===== config.mk =====
export PLATFORM = sky130hd
export DESIGN_NAME = ps2_tx
export DESIGN_NICKNAME = d
export VERILOG_FILES = /design/src/rtl/ps2_pkg.sv /design/src/rtl/ps2_line_sync.sv /design/src/rtl/ps2_tx.sv
export SDC_FILE = /design/constraint.sdc
export NUM_CORES = 1
export LEC_CHECK = 0
export BUFFER_PORTS_ARGS = -buffer_cell sky130_fd_sc_hd__buf_2
export CORE_MARGIN = 8
export CORE_UTILIZATION = 60
export DETAILED_ROUTE_END_ITERATION = 12
export HOLD_SLACK_MARGIN = 0.12
export MAX_ROUTING_LAYER = met4
export PLACE_DENSITY = 0.81
export SYNTH_ARGS = -nofsm -noshare
export SYNTH_HDL_FRONTEND = slang
export SYNTH_SLANG_ARGS = --single-unit

===== constraint.sdc =====
create_clock -name clk -period 2.4 [get_ports clk]
set_input_delay 0.48 -clock clk [delete_from_list [all_inputs] [get_ports clk]]
set_output_delay 0.48 -clock clk [all_outputs]
set_load 0.1 [all_outputs]

===== src/rtl/ps2_pkg.sv =====
// Shared PS/2 types and helpers for the host-side transmitter (and receiver).
package ps2_pkg;

  localparam int PS2_DATA_BITS = 8;

  typedef enum logic [2:0] {
    IDLE,
    INHIBIT,
    REQ,
    DATA,
    PARITY,
    ACK,
    WAIT_IDLE,
    FAIL
  } ps2_tx_state_t;

  // Whole-MHz clock assumed: cycles = (Hz / 1e6) * us
  function automatic int unsigned us_to_cycles(input int unsigned clk_hz,
                                               input int unsigned us);
    return (clk_hz / 32'd1000000) * us;
  endfunction

endpackage


===== src/rtl/ps2_line_sync.sv =====
// 2-FF synchroniser for the raw PS/2 clock/data pins plus a clock falling-edge
// strobe. Idle level of both lines is 1, so reset loads 1s.
module ps2_line_sync (
  input  logic clk,
  input  logic reset_n,
  input  logic clk_i,
  input  logic data_i,
  output logic clk_s,
  output logic data_s,
  output logic clk_fall
);

  logic [1:0] clk_ff;
  logic [1:0] data_ff;
  logic       clk_prev;

  // Two-stage synchronisers plus one history bit for edge detection
  always_ff @(posedge clk) begin
    if (!reset_n) begin
      clk_ff   <= 2'b11;
      data_ff  <= 2'b11;
      clk_prev <= 1'b1;
    end else begin
      clk_ff   <= {clk_ff[0], clk_i};
      data_ff  <= {data_ff[0], data_i};
      clk_prev <= clk_ff[1];
    end
  end

  assign clk_s    = clk_ff[1];
  assign data_s   = data_ff[1];
  assign clk_fall = clk_prev & ~clk_ff[1];

endmodule


===== src/rtl/ps2_tx.sv =====
// PS/2 host-to-device transmitter. Inhibits the clock, issues request-to-send,
// shifts a byte + odd parity out on device clock falling edges, checks the ACK.
// Both lines are open-drain: *_oe = 1 pulls the line low.
// Optional macro PS2_TX_RETRY_EN: retry a failed frame up to c_retries times
// before reporting tx_error.
module ps2_tx
  import ps2_pkg::*;
#(
  parameter int unsigned c_clk_hz     = 25000000,
  parameter int unsigned c_inhibit_us = 100,
  parameter int unsigned c_timeout_us = 15000,
  parameter int unsigned c_retries    = 2
) (
  input  logic       clk,
  input  logic       reset_n,
  input  logic [7:0] tx_data,
  input  logic       tx_valid,
  output logic       tx_ready,
  output logic       tx_done,
  output logic       tx_error,
  input  logic       ps2_clk_i,
  input  logic       ps2_data_i,
  output logic       ps2_clk_oe,
  output logic       ps2_data_oe
);

  localparam int unsigned INHIBIT_CYC = us_to_cycles(c_clk_hz, c_inhibit_us);
  localparam int unsigned TIMEOUT_CYC = us_to_cycles(c_clk_hz, c_timeout_us);
  localparam int IH_W = $clog2(INHIBIT_CYC + 1);
  localparam int TO_W = $clog2(TIMEOUT_CYC + 1);

  ps2_tx_state_t   state, state_nxt;
  logic [IH_W-1:0] inh_cnt;
  logic [TO_W-1:0] to_cnt;
  logic [7:0]      shreg;
  logic            parity;
  logic [3:0]      bitcnt;
  logic            data_drv;
  logic            ack_flag;
  logic            clk_s, data_s, clk_fall;
  logic            bus_idle, inh_last, to_hit, accept, in_frame, retry_left;

  ps2_line_sync u_sync (
    .clk      (clk),
    .reset_n  (reset_n),
    .clk_i    (ps2_clk_i),
    .data_i   (ps2_data_i),
    .clk_s    (clk_s),
    .data_s   (data_s),
    .clk_fall (clk_fall)
  );

  assign bus_idle = clk_s & data_s;
  assign inh_last = (inh_cnt == IH_W'(INHIBIT_CYC - 1));
  assign to_hit   = (to_cnt == TO_W'(TIMEOUT_CYC - 1));
  assign accept   = tx_valid & tx_ready;
  assign in_frame = (state == REQ) || (state == DATA) || (state == PARITY) || (state == ACK);

`ifdef PS2_TX_RETRY_EN
  logic [7:0] retry_cnt;
  assign retry_left = (retry_cnt < 8'(c_retries));

  // Failed attempts for the current byte; a new byte starts a fresh budget
  always_ff @(posedge clk) begin
    if (!reset_n)
      retry_cnt <= '0;
    else if (accept)
      retry_cnt <= '0;
    else if (state == WAIT_IDLE && bus_idle && !ack_flag && retry_left)
      retry_cnt <= retry_cnt + 8'd1;
  end
`else
  // Retries compiled out: any failure ends the request
  assign retry_left = 1'b0 && (c_retries != 0);
`endif

  // State register
  always_ff @(posedge clk) begin
    if (!reset_n) state <= IDLE;
    else          state <= state_nxt;
  end

  // Next-state: the frame timeout spans REQ..ACK and outranks any clock edge
  always_comb begin
    state_nxt = state;
    case (state)
      IDLE:      if (accept) state_nxt = INHIBIT;
      INHIBIT:   if (inh_last) state_nxt = REQ;
      REQ:       if (to_hit) state_nxt = FAIL;
                 else if (clk_fall) state_nxt = DATA;
      DATA:      if (to_hit) state_nxt = FAIL;
                 else if (clk_fall && bitcnt == 4'(PS2_DATA_BITS)) state_nxt = PARITY;
      PARITY:    if (to_hit) state_nxt = FAIL;
                 else if (clk_fall) state_nxt = ACK;
      ACK:       if (to_hit) state_nxt = FAIL;
                 else if (clk_fall) state_nxt = data_s ? FAIL : WAIT_IDLE;
      WAIT_IDLE: if (bus_idle) state_nxt = (ack_flag || !retry_left) ? IDLE : INHIBIT;
      FAIL:      state_nxt = WAIT_IDLE;
      default:   state_nxt = IDLE;
    endcase
  end

  // Outputs: pulses fire in the last WAIT_IDLE cycle so tx_ready rises a cycle later
  always_comb begin
    tx_ready    = (state == IDLE) && bus_idle;
    ps2_clk_oe  = (state == INHIBIT);
    ps2_data_oe = 1'b0;
    case (state)
      INHIBIT:           ps2_data_oe = inh_last;
      REQ:               ps2_data_oe = 1'b1;
      DATA, PARITY, ACK: ps2_data_oe = data_drv;
      default:           ps2_data_oe = 1'b0;
    endcase
    tx_done  = (state == WAIT_IDLE) && bus_idle && ack_flag;
    tx_error = (state == WAIT_IDLE) && bus_idle && !ack_flag && !retry_left;
  end

  // Datapath: byte latch, timers, bit presentation on falling edges, ACK flag
  always_ff @(posedge clk) begin
    if (!reset_n) begin
      inh_cnt  <= '0;
      to_cnt   <= '0;
      shreg    <= '0;
      parity   <= 1'b0;
      bitcnt   <= '0;
      data_drv <= 1'b0;
      ack_flag <= 1'b0;
    end else begin
      inh_cnt <= (state == INHIBIT) ? inh_cnt + IH_W'(1) : '0;
      to_cnt  <= in_frame ? to_cnt + TO_W'(1) : '0;
      if (accept) begin
        shreg  <= tx_data;
        parity <= ~^tx_data;
      end
      case (state)
        INHIBIT: ack_flag <= 1'b0;
        REQ: if (clk_fall && !to_hit) begin
          data_drv <= ~shreg[0];
          bitcnt   <= 4'd1;
        end
        DATA: if (clk_fall && !to_hit) begin
          if (bitcnt == 4'(PS2_DATA_BITS)) begin
            data_drv <= ~parity;
          end else begin
            data_drv <= ~shreg[bitcnt[2:0]];
            bitcnt   <= bitcnt + 4'd1;
          end
        end
        PARITY: if (clk_fall && !to_hit) data_drv <= 1'b0;
        ACK:    if (clk_fall && !to_hit) ack_flag <= ~data_s;
        FAIL:   ack_flag <= 1'b0;
        default: ;
      endcase
    end
  end

endmodule


==> results of run 1 <==
==> what timing repair did <==
action                                  in CTS  in global routing
pin swaps                                    1                  1
endpoints found under the setup margin       1                  1
resized for setup                            3                  0
hold buffers                                 0                  0
==> worst paths after layout <==
path / endpoint / slack (ns) / cells past startpoint
setup reg to reg: state[1]$_SDFFE_PN0P_ / 0.23 / 8
hold / removal: u_sync.data_ff[0]$_SDFF_PN1_ / 0.35 / 2
setup / recovery: ps2_data_oe / 0.10 / 6
hold reg to reg: u_sync.clk_ff[1]$_SDFF_PN1_ / 0.41 / 1
==> synth_stat cells, drive strengths merged, types with 8 or more instances <==
| cell type | instances | area [um^2] |
|---|---|---|
| xnor2 | 14 | 123 |
| mux2i | 10 | 100 |
| nor2 | 49 | 184 |
| o21ai | 11 | 58.8 |
| and3 | 14 | 92.6 |
| dfxtp | 54 | 1080 |
| inv | 8 | 30.0 |
| xor2 | 16 | 140 |
| nand2 | 32 | 123 |
| a21oi | 10 | 50.1 |
| nand3 | 13 | 65.1 |
==> worst max-delay path: cells and delay by family (launching register included) <==
kind / cells / cell delay (ns)
AND/OR/NAND/NOR: 2 / 0.40
flip-flops: 1 / 0.36
AO/OA/AOI/OAI: 2 / 0.33
buffers and inverters: 1 / 0.21
adder cells (fa/ha/maj): 1 / 0.20
==> layout by cell type, fill, tap and decap left out, drive strengths merged, types with 2 or more instances in the layout <==
cell type,count
a21oi,10
a311oi,2
a31oi,6
and2,2
and3,14
and3b,2
buf,21
clkbuf,6
dfxtp,54
ha,7
inv,8
mux2i,10
mux4,2
nand2,32
nand2b,7
nand3,13
nand3b,2
nand4,5
nor2,49
nor2b,2
nor3,4
nor4,2
nor4b,3
nor4bb,2
o2111ai,2
o21ai,11
o22ai,3
or3,5
xnor2,14
xor2,16
==> logic make-up (layout without fill, tap and decap cells) <==
group / Yosys count / count (layout)
simple gates: 146 / 146
flops: 54 / 54
compound gates: 43 / 43
xor+xnor: 30 / 30
buf+inv: 18 / 37
mux: 12 / 12
fa+ha+maj: 7 / 7
==> final cells by class <==
cell class                      instances  area, um^2  area share, %
Clock buffer                            6        82.6           2.76
Clock inverter                          2        12.5          0.418
Inverter                                8        30.0           1.00
Multi-Input combinational cell        238        1560           52.1
Sequential cell                        54        1080           36.2
Tap cell                               52        65.1           2.17
Timing Repair Buffer                   21         160           5.35
==> report_power, final <==
part | internal (mW) | switching (mW) | leakage, nW
Sequential | 0.948 | 0.0663 | 0.438
Clock | 0.232 | 0.295 | 0.0472
Combinational | 0.230 | 0.403 | 0.651
==> through the flow <==
stage	power (mW)	util, %	cells
finish	2.17	69.2	381
global route	2.28	69.2	381
CTS	2.19	69.2	381
detailed placement	1.66	66.8	373
global placement	1.65	66.8	373
floorplan	1.54	-	310
==> registers in the layout, summed over array words and instances, names as in the netlist <==
signal and flops:
ack_flag 1, bitcnt 4, data_drv 1, inh_cnt 12, parity 1, shreg 8, state 3, to_cnt 19
u_sync.clk_ff 2, u_sync.clk_prev 1, u_sync.data_ff 2
==> layer usage <==
| metal | GRT usage [%] | share of wire (%) | vias up |
|---|---|---|---|
| li1 | - | - | 1111 |
| met4 | 6.71 | 1.8 | 0 |
| met5 | - | 0 | - |
| met2 | 25.6 | 47 | 70 |
| met3 | 3.81 | 6.7 | 10 |
| met1 | 20.3 | 45 | 1003 |
==> out/results.env, run 1 <==
CLK_TRANSITION_REPORTED_PATHS_NS=0.10
TIMING.CRITICAL_PATH.CELLS='ha_2 -> nor4b_2 -> and3_1 -> a21oi_1 -> o31ai_4 -> buf_12'
HOLD_CLASS='primary input to flip-flop'
CRITICAL_PATH.SLOWEST_CELL='dfxtp_2'
SETUP_SKEW_AFTER_LAYOUT_NS=0.0102
FINAL_WORST_PATH_PERIOD_NEED_NS=2.30
POSTSYNTHCELLCOUNT=310
POSTPLACECELLAREA_UM2=2890
CRITPATHMAXFANOUT=4
DIEWIDTH_UM=82.9
WORSTPATHREQUIRED_NS=1.92
TOTAL_GLOBAL_ROUTING_TRACK_UTILIZATION_PCT=16.6
TIMING.CRITICAL_PATH.ARRIVAL_NS=1.82
SYN_AREA_UM2=2680
WL_UM=5450
POST-CTS-SETUP-BUFFER-COUNT=0
FINAL-HOLD-VIOLATION-COUNT=0
VIAS=2194
MAXCAPVIOLATIONS=0
POST_SYNTH_MUX_AREA_SHARE_PCT=5.41
CLOCK_INSERTION_DELAY_WORST_SKEW_NS=0.31
DIEAREA_UM2=6870
HOLD-WORST-SLACK_NS=0.349
ACHIEVABLE-FREQUENCY_MHz=435
CELLPOWERDENSITY_nW_PER_UM2=727
COREAREA_UM2=4320
CLOCKROOTBUFFER='clkbuf_8'
SYNTH.AVG_CELL_AREA_UM2=8.65
LEAKAGEPOWER_nW=1.14
CTS_TREE='yes'
CRIT_PATH_MAX_INCR_DELAY_NS=0.36
RUN_STATUS='completed'
SYNTH_EDF_COUNT=0
AREAGROWTHSYNTHTOFINISH_PCT=11.5
VDD_IR_DROP_MAX_V=0.000372
ANTENNA_LEFT=0
TNS_SETUP_NS=0
INITIAL_CORE_UTIL_PCT=62.0
SYNTH_CELL_TYPE_COUNT=50
DETAIL_ROUTE.ITER0.VIOLATIONS=169
SYNTH_TOP_FAMILY_BY_AREA='simple AND/OR/NAND/NOR gates'
SETUP-VIOLATIONS-FINAL=0
GPL.FINAL_WEIGHTED_CONGESTION=0.910
DRTPASS1ITERATIONS=5
XOR_AND_XNOR_AREA_SHARE_AFTER_SYNTHESIS_PCT=9.79
TRITONCTS.NUM_BUFFERS=5
SETUP.WORST_PATH.START='inh_cnt[0]$_SDFF_PN0_'
CTS.SINK_COUNT=54
DRC=0
SYNTH-ADDER-AREA-SHARE_PCT=3.26
GRT_PASS1_VIAS=2139
WORSTHOLDSTART='ps2_data_i'
FINAL.FILL_COUNT=391
SYNTH-SIMPLE-AREA-SHARE_PCT=28.0
ANTENNA_FOUND_INITIAL=0
FRACTION_OF_LAYOUT_INSTANCES_USING_A_DRIVE_STRENGTH_ABOVE_1_PCT=13.4
CRITICAL_PATH.STARTPOINT_TYPE='flip-flop'
TOP_LEVEL_PORTS=18
FIN_CRIT_SH_PCT=95.7
DIE_H_UM=82.9
POST_DRT_WL_PER_CELL_UM=14.3
SYNTH.YOSYS.SEQ_AREA_SHARE_PCT=40.3
ASYNCSETRESETFLOPFRACSYNTH_PCT=0
COMPLEX_GATE_FRACTION_OF_THE_SYNTHESIZED_AREA_PCT=10.3
IO_BUFFER_COUNT=17
CTS.HTREE.LEVELS=2
NUM-NETS-FINAL=348
MAX_SLEW.WORST_PIN.SLEW_NS=0.716
RR_STARTPOINT='state[1]$_SDFFE_PN0P_'
VIAS_PER_CELL=5.76
DOMINANTREGCELLSYNTH='dfxtp_1'
POSTSYNTHNETCOUNT=330
FLOP_AND_LATCH_COUNT_OUT_OF_SYNTHESIS=54
GLOBALROUTE.TOTALOVERFLOW=0
TOTAL_NUMBER_OF_YOSYS_WARNINGS=0
HPWL_UM=3990
GRT_SETUP_UNREPAIRED='false'
INSERTED_DIODES=0
DP_SLACK_NS=0.273
DRV_SLEW=0
CP-END-KIND='output pin'
WORST_SLACK_NS=0.103
WORST_SLEW_MARGIN_REL_PCT=52.3
FINAL_CELL_AREA_UM2=2990
MAX-CLOCK-PATH-BUFFERS=2
CORE.ROWCOUNT=24
WORST-SETUP-PATH-TYPE='flip-flop to output pin'
GRT_MAX_DEGREE=20
GRT_FIRST_PASS_WIRELENGTH_UM=9610
Note: power is estimated with default switching activity, not from simulation.
==> run 2: changes to the inputs <==
ABC_AREA = 1   (was not set)
CTS_CLUSTER_DIAMETER = 200   (was not set)
==> out/results.env, run 2 <==
VDD_IR_DROP_MAX_V=0.000325  # was 0.000372 V
VIAS_PER_CELL=5.37  # was 5.76
CRITPATHMAXFANOUT=10  # was 4
ANTENNA_FOUND_INITIAL=0  # unchanged
POST_SYNTH_MAIN_AREA_CONTRIBUTORS='dfxtp_1 (37%), nand2_1 (8.5%), nor2_1 (6.6%), inv_1 (6.0%), a21oi_1 (5.2%)'  # was dfxtp_1 (40%), nor2_1 (6.9%), xor2_1 (5.2%), xnor2_1 (4.6%), nand2_1 (4.3%)
SYN_AREA_UM2=2900  # was 2680 um^2
POST_DRT_WL_PER_CELL_UM=12.1  # was 14.3 um
POST_SYNTH_MUX_AREA_SHARE_PCT=0  # was 5.41%
FIN_CRIT_SH_PCT=88.3  # was 95.7%
TIMING.CRITICAL_PATH.ARRIVAL_NS=1.64  # was 1.82 ns
TRITONCTS.NUM_BUFFERS=5  # unchanged
FINALCOREUTILIZATION_PCT=67.1  # was 69.2%
TOP_REGS='to_cnt x19, inh_cnt x12, shreg x8'  # unchanged
TOP_REGISTER='to_cnt'  # unchanged
DETAIL_ROUTE.ITER0.VIOLATIONS=120  # was 169
FINAL-HOLD-VIOLATION-COUNT=0  # unchanged
SETUP_SKEW_AFTER_LAYOUT_NS=0.00498  # was 0.0102 ns
COMPLEX_GATE_FRACTION_OF_THE_SYNTHESIZED_AREA_PCT=13.3  # was 10.3%
GPL.FINAL_WEIGHTED_CONGESTION=0.910  # about the same
POST-CTS-SETUP-BUFFER-COUNT=0  # unchanged
WORST-SETUP-PATH-TYPE='flip-flop to output pin'  # unchanged
FLOP_AND_LATCH_COUNT_OUT_OF_SYNTHESIS=54  # unchanged
POST_CTS_HOLD_BUFFER_COUNT=0  # unchanged
ASYNCSETRESETFLOPFRACSYNTH_PCT=0  # unchanged
CTS_TREE='yes'  # unchanged
NUM-NETS-FINAL=436  # was 348
MAXCAPVIOLATIONS=0  # unchanged
CLK_TRANSITION_REPORTED_PATHS_NS=0.09  # was 0.10 ns
CTS.SINK_COUNT=54  # unchanged
DIE_H_UM=85.5  # was 82.9 um
ANTENNA_LEFT=0  # unchanged
GRT_FIRST_PASS_WIRELENGTH_UM=10100  # was 9610 um
DP.CELLS=463  # was 373
POSTSYNTHNETCOUNT=419  # was 330
SYNTH_EDF_COUNT=0  # unchanged
SYNTH.AVG_CELL_AREA_UM2=7.27  # was 8.65 um^2
RUN_STATUS='completed'  # unchanged
IO_BUFFER_COUNT=17  # unchanged
CELLPOWERDENSITY_nW_PER_UM2=631  # was 727 nW/um^2
CTS.HTREE.LEVELS=2  # unchanged
CLOCKROOTBUFFER='clkbuf_8'  # unchanged
SYNTH_CELL_TYPE_COUNT=40  # was 50
AREAGROWTHSYNTHTOFINISH_PCT=8.50  # was 11.5%
SYNTH_TOP_CELL_BY_AREA='dfxtp_1'  # unchanged
VIAS=2529  # was 2194
LARGEST_REGISTER_FFS=19  # unchanged
TOTAL_GLOBAL_ROUTING_TRACK_UTILIZATION_PCT=17.0  # was 16.6%
RANKING_OF_SYNTHESIZED_CELLS_BY_INSTANCE_COUNT='nand2_1 (66), dfxtp_1 (54), nor2_1 (51)'  # was dfxtp_1 (54), nor2_1 (49), nand2_1 (31)
SYNTH.YOSYS.SEQ_AREA_SHARE_PCT=37.3  # was 40.3%
SETUP-VIOLATIONS-FINAL=0  # unchanged
DIEAREA_UM2=7320  # was 6870 um^2
MAX_SLEW.WORST_PIN.SLEW_NS=0.492  # was 0.716 ns
HPWL_UM=4350  # was 3990 um
ACHIEVABLE-FREQUENCY_MHz=472  # was 435 MHz
SYNTH-SIMPLE-AREA-SHARE_PCT=33.6  # was 28.0%
LEAKAGEPOWER_nW=1.21  # was 1.14 nW
FRACTION_OF_LAYOUT_INSTANCES_USING_A_DRIVE_STRENGTH_ABOVE_1_PCT=18.9  # was 13.4%
TOP_LEVEL_PORTS=18  # unchanged
SYNTH.TOP_CELL.AREA_SHARE_PCT=37.3  # was 40.3%
GRT_PASS1_VIAS=2362  # was 2139
TOTAL_NUMBER_OF_YOSYS_WARNINGS=0  # unchanged
INSERTED_DIODES=0  # unchanged
WL_UM=5680  # was 5450 um
DRTPASS1ITERATIONS=4  # was 5
SYNTH_TOP_FAMILY_BY_AREA='simple AND/OR/NAND/NOR gates'  # unchanged
MAX-CLOCK-PATH-BUFFERS=2  # unchanged
GRT_MAX_DEGREE=16  # was 20
WORST_SLEW_MARGIN_REL_PCT=67.5  # was 52.3%
YOSYS.CELL_COUNT.TOP_TYPE='nand2_1'  # was dfxtp_1
DRV_SLEW=0  # unchanged
CORE.ROWCOUNT=25  # was 24
HOLD_CLASS='primary input to flip-flop'  # unchanged
FINAL.FILL_COUNT=417  # was 391
LAYOUT_COMMONEST_CELL='nand2_1'  # was dfxtp_1
INITIAL_CORE_UTIL_PCT=61.8  # was 62.0%
CRITICAL_PATH.STARTPOINT_TYPE='flip-flop'  # unchanged
CLOCK_INSERTION_DELAY_WORST_SKEW_NS=0.31  # about the same
GRT_SETUP_UNREPAIRED='false'  # unchanged
LAYOUT.CELLS.NON_FILLER=471  # was 381
CP-END-KIND='output pin'  # unchanged
POSTSYNTHCELLCOUNT=399  # was 310
WORSTPATHREQUIRED_NS=1.92  # about the same
SYNTH-ADDER-AREA-SHARE_PCT=3.02  # was 3.26%
COREAREA_UM2=4690  # was 4320 um^2
MOSTFREQUENTLAYOUTCELLS='nand2_1 (66), dfxtp_1 (52), nor2_1 (50)'  # was dfxtp_1 (53), nor2_1 (49), nand2_1 (31)
XOR_AND_XNOR_AREA_SHARE_AFTER_SYNTHESIS_PCT=4.23  # was 9.79%
DIEWIDTH_UM=85.5  # was 82.9 um
DRC=0  # unchanged
GLOBALROUTE.TOTALOVERFLOW=0  # unchanged
DOMINANTREGCELLSYNTH='dfxtp_1'  # unchanged
FINAL_WORST_PATH_PERIOD_NEED_NS=2.12  # was 2.30 ns
run 2: what timing repair did:
item,in CTS,in global routing
hold endpoints to repair,0,0
resized for setup,0,2
endpoints found under the setup margin,0,1
run 2: final cells by class:
type | count | area, um^2 | share of cell area (%)
Timing Repair Buffer | 18 | 108 | 3.42
Clock inverter | 1 | 5.00 | 0.159
Inverter | 55 | 206 | 6.56
Clock buffer | 7 | 86.3 | 2.74
Tap cell | 54 | 67.6 | 2.15
Sequential cell | 54 | 1080 | 34.4
Multi-Input combinational cell | 282 | 1590 | 50.6
run 2: power by group:
part           leakage, nW  total, mW  switching, mW  internal (mW)
clock               0.0482      0.524          0.291          0.233
sequential           0.440      0.995         0.0469          0.948
combinational        0.727      0.466          0.331          0.135
total                 1.21       1.99          0.668           1.32
run 2: critical path: stages, from the launching register on:
cell	delay (ns)
dfxtp_2	0.50
inv_2	0.09
nor2_1	0.17
nor2_1	0.13
o22ai_2	0.23
buf_12	0.20
run 2: kinds of logic (layout without fill, tap and decap cells):
family | count (synthesis) | in the layout
flip-flops | 54 | 54
XOR/XNOR | 14 | 14
AND/OR/NAND/NOR | 191 | 191
AO/OA/AOI/OAI | 70 | 70
adder cells (fa/ha/maj) | 7 | 7
buffers and inverters | 63 | 81
run 2: metal layers:
layer | vias to the layer above | routed length (um) | track usage [%]
li1 | 1315 | - | -
met1 | 1158 | 2700 | 20.9
met2 | 48 | 2640 | 27.0
met3 | 8 | 261 | 3.72
met4 | 0 | 77 | 5.57
met5 | - | 0 | -
run 2: final timing paths:
path / from / endpoint / slack, ns / cells after the start
setup reg to reg: bitcnt[0]$_SDFFE_PN0P_ / bitcnt[0]$_SDFFE_PN0P_ / 0.54 / 8
hold / removal: ps2_data_i / u_sync.data_ff[0]$_SDFF_PN1_ / 0.35 / 2
setup / recovery: state[2]$_SDFFE_PN0P_ / ps2_data_oe / 0.28 / 5
hold reg to reg: u_sync.data_ff[0]$_SDFF_PN1_ / u_sync.data_ff[1]$_SDFF_PN1_ / 0.43 / 1
run 2: through the flow:
step	power, mW	worst slack (ns)	TNS [ns]	cell area (um^2)	hold WS (ns)
final	1.99	0.282	0	3150	0.349
after CTS	2.00	0.0899	0	3150	0.341
after detailed placement	1.48	0.447	0	3050	0.407
after global routing	2.10	0.179	0	3150	0.333
after global placement	1.47	0.485	0	3050	0.396
after floorplan	1.40	-0.399	-0.399	2920	0.393
==> run 3: changes to the inputs <==
clock period = 2.5 ns   (was 2.4 ns; I/O delays follow)
==> out/results.env, run 3 (synthesis results as in run 2) <==
GLOBALROUTE.TOTALOVERFLOW=0  # unchanged
CTS.HTREE.LEVELS=2  # unchanged
DRTPASS1ITERATIONS=4  # unchanged
VIAS=2515  # was 2529
CLOCK_INSERTION_DELAY_WORST_SKEW_NS=0.30  # was 0.31 ns
REG_POWER_SHARE_PCT=50.6  # was 50.1%
GRT_FIRST_PASS_WIRELENGTH_UM=10200  # was 10100 um
IO_BUFFER_COUNT=17  # unchanged
CRITICAL_PATH.SLOWEST_CELL='buf_2'  # was dfxtp_2
INITIAL_CORE_UTIL_PCT=61.8  # unchanged
GRT_SETUP_UNREPAIRED='false'  # unchanged
TNS_SETUP_NS=0  # unchanged
POWER.CLOCK.FRACTION_PCT=25.1  # was 26.4%
POWER_REPORT.INTERNAL_TOTAL_mW=1.24  # was 1.32 mW
CELLPOWERDENSITY_nW_PER_UM2=597  # was 631 nW/um^2
TOP_REGISTER='to_cnt'  # unchanged
HPWL_UM=4370  # was 4350 um
CRITICAL_PATH_BUF_INV_COUNT=3  # was 2
HOLD-WORST-SLACK_NS=0.377  # was 0.349 ns
WORSTPATHREQUIRED_NS=2.00  # was 1.92 ns
POST_DRT_WL_PER_CELL_UM=11.9  # was 12.1 um
POWER.SHARE.SWITCHING_PCT=33.8  # was 33.7%
ACHIEVABLE-FREQUENCY_MHz=439
DP_SLACK_NS=0.559  # was 0.447 ns
FINALCOREUTILIZATION_PCT=66.9  # was 67.1%
FINAL-HOLD-VIOLATION-COUNT=0  # unchanged
WORST_SLEW_MARGIN_REL_PCT=67.4  # was 67.5%
LEAKAGEPOWER_nW=1.22  # was 1.21 nW
MOSTFREQUENTLAYOUTCELLS='nand2_1 (66), dfxtp_1 (54), nor2_1 (50)'  # was nand2_1 (66), dfxtp_1 (52), nor2_1 (50)
COREAREA_UM2=4690  # unchanged
MAX_SLEW.WORST_PIN.SLEW_NS=0.492  # about the same
CP-END-KIND='output pin'  # unchanged
MET1_USAGE_PCT=20.2  # was 20.9%
VIAS_PER_CELL=5.32  # was 5.37
DRC=0  # unchanged
CTS_REPAIR_RESIZE_COUNT=0  # unchanged
TRITONCTS.NUM_BUFFERS=5  # unchanged
WORST_SLACK_NS=0.224  # was 0.282 ns
LAYOUT_COMMONEST_CELL='nand2_1'  # unchanged
GRT_PASS1_VIAS=2417  # was 2362
MAXCAPVIOLATIONS=0  # unchanged
REGTOREGSETUPSLACK_NS=0.60  # was 0.54 ns
DIEAREA_UM2=7320  # unchanged
USE_MET3_PCT=4.11  # was 3.72%
DIEWIDTH_UM=85.5  # unchanged
GR-MAX-USAGE-LAYER='met2'  # unchanged
ANTENNA_LEFT=0  # unchanged
POWER_SHARE_OF_THE_COMBINATIONAL_GROUP_PCT=24.3  # was 23.5%
GRT_MAX_DEGREE=17  # was 16
CRITICAL_PATH.STARTPOINT_TYPE='flip-flop'  # unchanged
WORST-SETUP-PATH-TYPE='flip-flop to output pin'  # unchanged
CRIT_PATH_MAX_INCR_DELAY_NS=0.44  # was 0.50 ns
ANTENNA_FOUND_INITIAL=0  # unchanged
POST-CTS-SETUP-BUFFER-COUNT=0  # unchanged
TOTAL_GLOBAL_ROUTING_TRACK_UTILIZATION_PCT=17.1  # was 17.0%
P_SWITCHING_uW=634  # was 668 uW
FIN_CRIT_SH_PCT=91.0
DRV_SLEW=0  # unchanged
CRITPATHMAXFANOUT=10  # unchanged
FRACTION_OF_LAYOUT_INSTANCES_USING_A_DRIVE_STRENGTH_ABOVE_1_PCT=18.9  # about the same
CLOCKROOTBUFFER='clkbuf_8'  # unchanged
CELL_TYPE_GROUP_WITH_THE_LARGEST_TOTAL_DELAY_ON_THE_CRITICAL_PATH='buffers and inverters'  # was flip-flops
FINAL.FILL_COUNT=437  # was 417
CORE.ROWCOUNT=25  # unchanged
DIE_H_UM=85.5  # unchanged
WL_UM=5630  # was 5680 um
TOP_LEVEL_PORTS=18  # unchanged
CP_COMMON_CELL='nor2_1'  # unchanged
SETUP_SKEW_AFTER_LAYOUT_NS=0.00389  # was 0.00498 ns
CTS_TREE='yes'  # unchanged
POST_CTS_HOLD_BUFFER_COUNT=0  # unchanged
TIMING.CRITICAL_PATH.CELLS='buf_4 -> inv_2 -> nor2_1 -> nor2_1 -> o22ai_2 -> buf_2'  # was inv_2 -> nor2_1 -> nor2_1 -> o22ai_2 -> buf_12
CTS.SINK_COUNT=54  # unchanged
LARGEST_REGISTER_FFS=19  # unchanged
INSERTED_DIODES=0  # unchanged
SETUP-VIOLATIONS-FINAL=0  # unchanged
VDD_IR_DROP_MAX_V=0.000415  # was 0.000325 V
HOLD_CLASS='primary input to flip-flop'  # unchanged
AREAGROWTHSYNTHTOFINISH_PCT=8.24  # was 8.50%
GPL.FINAL_WEIGHTED_CONGESTION=0.874  # was 0.910
FINAL_WORST_PATH_PERIOD_NEED_NS=2.28
MAX-CLOCK-PATH-BUFFERS=2  # unchanged
REPORT.POWER.TOTAL_mW=1.87  # was 1.99 mW
NUM-NETS-FINAL=438  # was 436
DETAIL_ROUTE.ITER0.VIOLATIONS=98  # was 120
TOP_REGS='to_cnt x19, inh_cnt x12, shreg x8'  # unchanged
CLK_TRANSITION_REPORTED_PATHS_NS=0.09  # about the same
TIMING.CRITICAL_PATH.ARRIVAL_NS=1.78  # was 1.64 ns
GRT_UTIL_MET2_PCT=27.5  # was 27.0%
RUN_STATUS='completed'  # unchanged
## run 3: changes by cell type in the layout (fill, tap and decap cells not counted), sizes merged
cell | before | now
clkinv | 3 | 4
buf | 18 | 20
clkbuf | 7 | 6
## run 3: final timing paths
check / start / to / cells past startpoint
setup / recovery: state[2]$_SDFFE_PN0P_ / ps2_data_oe / 6
hold / removal: ps2_clk_i / u_sync.clk_ff[0]$_SDFF_PN1_ / 2
setup reg to reg: bitcnt[0]$_SDFFE_PN0P_ / bitcnt[2]$_SDFFE_PN0P_ / 7
hold reg to reg: u_sync.data_ff[0]$_SDFF_PN1_ / u_sync.data_ff[1]$_SDFF_PN1_ / 1
## run 3: layout make-up
cell class | count | area (um^2) | area share (%)
inverters | 55 | 206 | 6.57
clock buffers | 6 | 72.6 | 2.31
clock inverters | 2 | 13.8 | 0.438
multi-input cells | 282 | 1590 | 50.7
well taps | 54 | 67.6 | 2.15
repair buffers | 20 | 108 | 3.43
flip-flops and latches | 54 | 1080 | 34.4
## run 3: per-stage QoR
| step | cells | area, um^2 |
|---|---|---|
| after floorplan | 399 | 2920 |
| after global placement | 465 | 3050 |
| after detailed placement | 465 | 3050 |
| after CTS | 473 | 3140 |
| after global routing | 473 | 3140 |
| final | 473 | 3140 |
## run 3: power by group through the flow
stage	Combinational, mW	Clock (mW)	Sequential, mW
CTS	0.457	0.481	0.947
floorplan	0.384	0	0.956
global route	0.507	0.525	0.955
finish	0.454	0.470	0.949
global placement	0.445	0	0.965
detailed placement	0.455	0	0.968
## run 3: metal layers
layer  wire (um)  vias up
met5           0        -
met4          84        0
met3         214       10
met2        2700       40
met1        2620     1146
li1            -     1319
